**config.mk**
```make
export PLATFORM = sky130hd
export DESIGN_NAME = decode_stage
export DESIGN_NICKNAME = d
export VERILOG_FILES = /design/src/rtl/decode_stage.sv
export SDC_FILE = /design/constraint.sdc
export NUM_CORES = 1
export LEC_CHECK = 0
export CORE_UTILIZATION = 50
export DETAILED_ROUTE_END_ITERATION = 8
export PLACE_DENSITY = 0.68
export SLEW_MARGIN = 15
export SYNTH_ARGS = -nofsm -noshare
export SYNTH_HDL_FRONTEND = slang
export SYNTH_SLANG_ARGS = --single-unit
```
**constraint.sdc**
```tcl
create_clock -name clk -period 9.5 [get_ports clk]
set_input_delay 2.85 -clock clk [delete_from_list [all_inputs] [get_ports clk]]
set_output_delay 2.85 -clock clk [all_outputs]
set_load 0.02 [all_outputs]
```
**src/rtl/decode_stage.sv**
```systemverilog
// decode_stage: decode stage of a 5-stage RV32I pipeline.
//
// Contains the architectural register file (written by WB, read combinationally
// with write-to-read bypass). Decodes fields, immediate and control bits, and
// registers them into the DE/EX pipeline register. Detects load-use hazards,
// stalls IF and IF/DE for one cycle and inserts a bubble.
//
// Optional feature macro: DECODE_STALL_CNT_EN
//   defined   -> stall_count counts stall_out cycles (32-bit, wrapping)
//   undefined -> stall_count is tied to zero
//
// Ports:
//   clk, rst_n            rising-edge clock, synchronous active-low reset
//   inst_in, pc_in        instruction and its PC from the IF/DE register
//   valid_in              inst_in is a real instruction
//   flush                 branch taken in EX; kill the instruction in decode
//   wb_en/addr/data       register file write port
//   stall_out             hold PC and IF/DE register (combinational)
//   ex_*                  DE/EX pipeline register outputs
//   stall_count           stall cycle counter (zero unless feature enabled)
module decode_stage #(
  parameter int XLEN  = 32,
  parameter int NREGS = 32
) (
  input  logic                     clk,
  input  logic                     rst_n,
  input  logic [31:0]              inst_in,
  input  logic [XLEN-1:0]          pc_in,
  input  logic                     valid_in,
  input  logic                     flush,
  input  logic                     wb_en,
  input  logic [$clog2(NREGS)-1:0] wb_addr,
  input  logic [XLEN-1:0]          wb_data,
  output logic                     stall_out,
  output logic                     ex_valid,
  output logic [XLEN-1:0]          ex_pc,
  output logic [XLEN-1:0]          ex_rs1_data,
  output logic [XLEN-1:0]          ex_rs2_data,
  output logic [XLEN-1:0]          ex_imm,
  output logic [$clog2(NREGS)-1:0] ex_rs1_addr,
  output logic [$clog2(NREGS)-1:0] ex_rs2_addr,
  output logic [$clog2(NREGS)-1:0] ex_rd_addr,
  output logic [2:0]               ex_funct3,
  output logic                     ex_funct7b5,
  output logic                     ex_reg_write,
  output logic                     ex_mem_read,
  output logic                     ex_mem_write,
  output logic                     ex_branch,
  output logic                     ex_jump,
  output logic                     ex_alu_src,
  output logic [31:0]              stall_count
);

  localparam int AW = $clog2(NREGS);

  localparam logic [6:0] OP_R      = 7'b0110011;
  localparam logic [6:0] OP_I_ALU  = 7'b0010011;
  localparam logic [6:0] OP_LOAD   = 7'b0000011;
  localparam logic [6:0] OP_JALR   = 7'b1100111;
  localparam logic [6:0] OP_STORE  = 7'b0100011;
  localparam logic [6:0] OP_BRANCH = 7'b1100011;
  localparam logic [6:0] OP_LUI    = 7'b0110111;
  localparam logic [6:0] OP_AUIPC  = 7'b0010111;
  localparam logic [6:0] OP_JAL    = 7'b1101111;

  // Field extraction
  logic [6:0]    opcode;
  logic [AW-1:0] rs1, rs2, rd;
  assign opcode = inst_in[6:0];
  assign rd     = inst_in[7 +: AW];
  assign rs1    = inst_in[15 +: AW];
  assign rs2    = inst_in[20 +: AW];

  // Register file
  logic [XLEN-1:0] rf [NREGS];

  // NOTE: the register file has no reset branch; clearing a memory array on
  // reset turns it into a huge flop bank, and software never relies on it.
  always_ff @(posedge clk) begin
    if (wb_en && wb_addr != '0) rf[wb_addr] <= wb_data;
  end

  // x0 reads zero; a same-cycle WB write to the read index is bypassed.
  function automatic logic [XLEN-1:0] rf_read(input logic [AW-1:0] idx);
    if (idx == '0)                 return '0;
    else if (wb_en && wb_addr == idx) return wb_data;
    else                           return rf[idx];
  endfunction

  logic [XLEN-1:0] rs1_data, rs2_data;
  assign rs1_data = rf_read(rs1);
  assign rs2_data = rf_read(rs2);

  // Immediate and control decode
  logic [31:0]     imm32;
  logic [XLEN-1:0] imm;
  logic            reg_write, mem_read, mem_write, branch, jump, alu_src;

  // NOTE: every output of this block gets a default first, so no path through
  // the case statement can leave a value unassigned and infer a latch.
  always_comb begin
    imm32     = '0;
    reg_write = 1'b0;
    mem_read  = 1'b0;
    mem_write = 1'b0;
    branch    = 1'b0;
    jump      = 1'b0;
    alu_src   = 1'b0;
    case (opcode)
      OP_R:     reg_write = 1'b1;
      OP_I_ALU: begin
        imm32 = {{20{inst_in[31]}}, inst_in[31:20]};
        reg_write = 1'b1; alu_src = 1'b1;
      end
      OP_LOAD:  begin
        imm32 = {{20{inst_in[31]}}, inst_in[31:20]};
        reg_write = 1'b1; mem_read = 1'b1; alu_src = 1'b1;
      end
      OP_JALR:  begin
        imm32 = {{20{inst_in[31]}}, inst_in[31:20]};
        reg_write = 1'b1; jump = 1'b1; alu_src = 1'b1;
      end
      OP_STORE: begin
        imm32 = {{20{inst_in[31]}}, inst_in[31:25], inst_in[11:7]};
        mem_write = 1'b1; alu_src = 1'b1;
      end
      OP_BRANCH: begin
        imm32 = {{19{inst_in[31]}}, inst_in[31], inst_in[7], inst_in[30:25],
                 inst_in[11:8], 1'b0};
        branch = 1'b1;
      end
      OP_LUI, OP_AUIPC: begin
        imm32 = {inst_in[31:12], 12'b0};
        reg_write = 1'b1; alu_src = 1'b1;
      end
      OP_JAL:   begin
        imm32 = {{11{inst_in[31]}}, inst_in[31], inst_in[19:12], inst_in[20],
                 inst_in[30:21], 1'b0};
        reg_write = 1'b1; jump = 1'b1; alu_src = 1'b1;
      end
      default: ;
    endcase
  end

  assign imm = XLEN'($signed(imm32));

  // Load-use hazard: the load in EX writes a register this instruction reads.
  // rs1/rs2 are compared even for formats that do not use them (conservative).
  logic hazard;
  assign hazard = ex_valid & ex_mem_read & (ex_rd_addr != '0) & valid_in &
                  ((ex_rd_addr == rs1) | (ex_rd_addr == rs2));

  // A flush kills the younger instruction, so there is nothing left to hold.
  assign stall_out = hazard & ~flush;

  // DE/EX pipeline register
  // NOTE: sequential state uses non-blocking assignments so every flop samples
  // pre-edge values regardless of statement order.
  always_ff @(posedge clk) begin
    if (!rst_n || flush || hazard) begin
      ex_valid     <= 1'b0;
      ex_pc        <= '0;
      ex_rs1_data  <= '0;
      ex_rs2_data  <= '0;
      ex_imm       <= '0;
      ex_rs1_addr  <= '0;
      ex_rs2_addr  <= '0;
      ex_rd_addr   <= '0;
      ex_funct3    <= '0;
      ex_funct7b5  <= 1'b0;
      ex_reg_write <= 1'b0;
      ex_mem_read  <= 1'b0;
      ex_mem_write <= 1'b0;
      ex_branch    <= 1'b0;
      ex_jump      <= 1'b0;
      ex_alu_src   <= 1'b0;
    end else begin
      ex_valid     <= valid_in;
      ex_pc        <= pc_in;
      ex_rs1_data  <= rs1_data;
      ex_rs2_data  <= rs2_data;
      ex_imm       <= imm;
      ex_rs1_addr  <= rs1;
      ex_rs2_addr  <= rs2;
      ex_rd_addr   <= rd;
      ex_funct3    <= inst_in[14:12];
      ex_funct7b5  <= inst_in[30];
      ex_reg_write <= reg_write & valid_in;
      ex_mem_read  <= mem_read  & valid_in;
      ex_mem_write <= mem_write & valid_in;
      ex_branch    <= branch    & valid_in;
      ex_jump      <= jump      & valid_in;
      ex_alu_src   <= alu_src   & valid_in;
    end
  end

`ifdef DECODE_STALL_CNT_EN
  logic [31:0] stall_cnt_q;
  always_ff @(posedge clk) begin
    if (!rst_n)         stall_cnt_q <= '0;
    else if (stall_out) stall_cnt_q <= stall_cnt_q + 32'd1;
  end
  assign stall_count = stall_cnt_q;
`else
  assign stall_count = 32'd0;
`endif

endmodule

```
==> impl_metrics.toml <==
[synthesis]
syn_inst = 3055
synth_edf_count = 1024
yosysWarnings = 0
synth_top_family_by_area = "multiplexers"
synth_cell_types = 60
yosysSeqAreaShare = 0.6482
synth_compound_area_frac = 0.06432
syn_area_um2 = 52190
synth-async-reset-ratio = 0
synth_top_area_share = 0.5892
synth_xor_area_frac = 0.003356
ys_seq_elements = 1178
ys_top_cells_by_area = "edfxtp_1 (59%), mux4_2 (15%), mux2i_1 (6.5%)"
syn_area_per_cell_um2 = 17.08
synthSimpleGateAreaFrac = 0.03922
synth_adder_area_share = 0
yosys.area.top_type = "edfxtp_1"
synth_flop_cell = "edfxtp_1"
synth.mux.area_fraction = 0.2176

[floorplanning]
rows = 118
core_um2 = 103500
start_util = 0.5043
die_y_um = 325.1
pin_count = 293
die_area_um2 = 105700
die_x_um = 325.1

[clocking]
post_cts_buffers = 0
htreeDepth = 3
insertion_delay_ns = 0.71
path_clk_slew_ns = 0.06
numCtsBuffers = 120
cts_sinks = 1178
clock-root-buffer = "clkbuf_16"
cts_tree = "yes"
ctsHoldBuffers = 0
ctsResizeCount = 0
clock_path_buffers = 3

[worst_setup_path]
crit_arrival_ns = 4.76
crit_buf_inv = 2
crit_path_start = "inst_in[16]"
r2r_start = "ex_rd_addr[1]"
cp_max_fo = 74
cp_slowest_cell = "clkbuf_8"
crit_path_start_kind = "primary input"
cp_top_family = "buffers and inverters"
cp-end-kind = "primary output"
slowest_delay_ns = 0.65
worstSetupPathType = "primary input to primary output"
critical_path_required_ns = 6.65
worstPathCellList = "clkbuf_8 -> xor2_1 -> nor2_1 -> a22oi_1 -> nor3_1 -> clkdlybuf4s50_1"

[worst_hold_path]
hold_class = "flop to flop"
hp-start = "rf[3][30]"

[timing]
rsz0062_at_grt = "no"
min_period_ns = 7.613
tightest_slew_ns = 1.291
fin_crit_sh = 0.8014
setup_violations = 0
timing.slew.headroom = 0.1386
finalHoldViolations = 0
finalSetupTns_ns = 0
max_freq_ghz = 0.1314
skew_ns = 0.02225
report.final.slew_viol_count = 0

[pwr]
total_power_mw = 11.47
peakVddDrop_uv = 154.1
power_leakage_nw = 20.05
power.density_nw_per_um2 = 190.2

[route]
drtAntennaViolNets = 0
wl_per_cell_um = 34.18
first_iter_violations = 4211
vias = 32780
drc_errors = 0
drt_first_pass_iters = 6
routed_wl_um = 164000
viasPerCell = 6.832

[global_route]
grt_overflow = 0
antenna_found_initial = 9
grt_pass1_vias = 33220
grt_max_degree = 137
grt_first_pass_wirelength_um = 233500
grt.total_usage = 0.3071

[flow_run]
max_cap_viol_count = 0

[cells_and_area]
layout_common_cells = "edfxtp_1 (1024), mux4_2 (340), mux2i_1 (337)"
drive_gt1_frac = 0.2061
area_growth_pct = 15.59
layout.nets = 3416
mostFrequentLayoutCell = "edfxtp_1"
final_util = 0.5829
postLayoutCellArea_um2 = 60330

[placement]
hpwlAfterDp_um = 88820
gp_congestion = 0.9091
dpl_cell_area_um2 = 56350
port_buffers = 260

[status]
outcome = "finished clean"
[worst min-delay path: stages (launching register included)]
cell and delay [ns]:
edfxtp_1 0.33, mux2i_1 0.07, o22ai_1 0.14, a211oi_1 0.07, nand2_1 0.06, a32o_1 0.18
[final cells by class]
cell class | instances | area (um2)
clock inverter | 61 | 598.1
sequential | 1178 | 33830
tap | 1380 | 1727
antenna | 3 | 7.507
clock buffer | 166 | 3357
inverter | 10 | 37.54
timing repair buffer | 341 | 3267
multi-input combinational | 1659 | 17500
fill | 7671 | 43170
[metrics by stage]
| step | hold WS, ns | setup slack (ns) | std cells |
|---|---|---|---|
| after global placement | 0.8362 | 1.820 | 4567 |
| after floorplan | 0.7478 | 2.705 | 3118 |
| after CTS | 0.8788 | 1.898 | 4794 |
| after detailed placement | 0.8571 | 1.901 | 4567 |
| final | 0.8798 | 1.887 | 4798 |
| after global routing | 0.9105 | 1.675 | 4797 |
[cell usage after synthesis, drive strengths merged (3+ instances only)]
cell type and instances:
edfxtp 1024, mux4 340, mux2i 337, buf 157, dfxtp 154, clkbuf 114
o22ai 114, a22oi 98, nor2 93, nand2 70, o21ai 64, and2 59
a221oi 47, a21oi 46, nor3 38, a211oi 30, mux2 29, and3 27
a32o 25, or4 22, nand3 21, nor2b 18, xor2 16, a22o 14
o221ai 13, inv 10, a2111oi 9, nand3b 8, a31oi 7, nand2b 5
nand4 5, o211ai 4, or3 4, xnor2 4, nand4b 3, nor3b 3
or2 3
[per-layer routing]
| metal | wire length (um) | vias to the layer above | GRT usage |
|---|---|---|---|
| li1 | - | 13090 | - |
| met1 | 60400 | 16910 | 0.4032 |
| met2 | 76880 | 2326 | 0.4833 |
| met3 | 19110 | 440 | 0.07738 |
| met4 | 7483 | 12 | 0.1409 |
| met5 | 100 | - | 0.002717 |
[report_power, final]
group / total (mW) / switching, mW / internal, mW / leakage [nW]
Clock: 4.76 / 2.00 / 2.76 / 1.95
Sequential: 5.76 / 0.0427 / 5.71 / 10.5
Combinational: 0.956 / 0.566 / 0.389 / 7.59
[cells by family after synthesis]
group / Yosys count
buffers and inverters: 281
multiplexers: 706
other: 1
flip-flops: 1178
AO/OA/AOI/OAI: 479
AND/OR/NAND/NOR: 390
XOR/XNOR: 20
[sequential cells by signal (all words and copies together), names as in the netlist, 3 cells and up]
signal and flops:
ex_rs2_data 32, ex_pc 32, ex_rs1_addr 5, ex_funct3 3, rf 1024, ex_imm 32, ex_rs2_addr 5, ex_rs1_data 32
ex_rd_addr 5
[final timing paths]
| kind | end | depth (start not counted) | slack (ns) |
|---|---|---|---|
| max | stall_out | 6 | 1.89 |
| min | ex_rs1_data[30] | 5 | 0.88 |
| max reg2reg | ex_rs2_data[26] | 7 | 6.03 |
| min reg2reg | ex_rs1_data[30] | 5 | 0.88 |
Note: power is estimated with default switching activity, not from simulation.
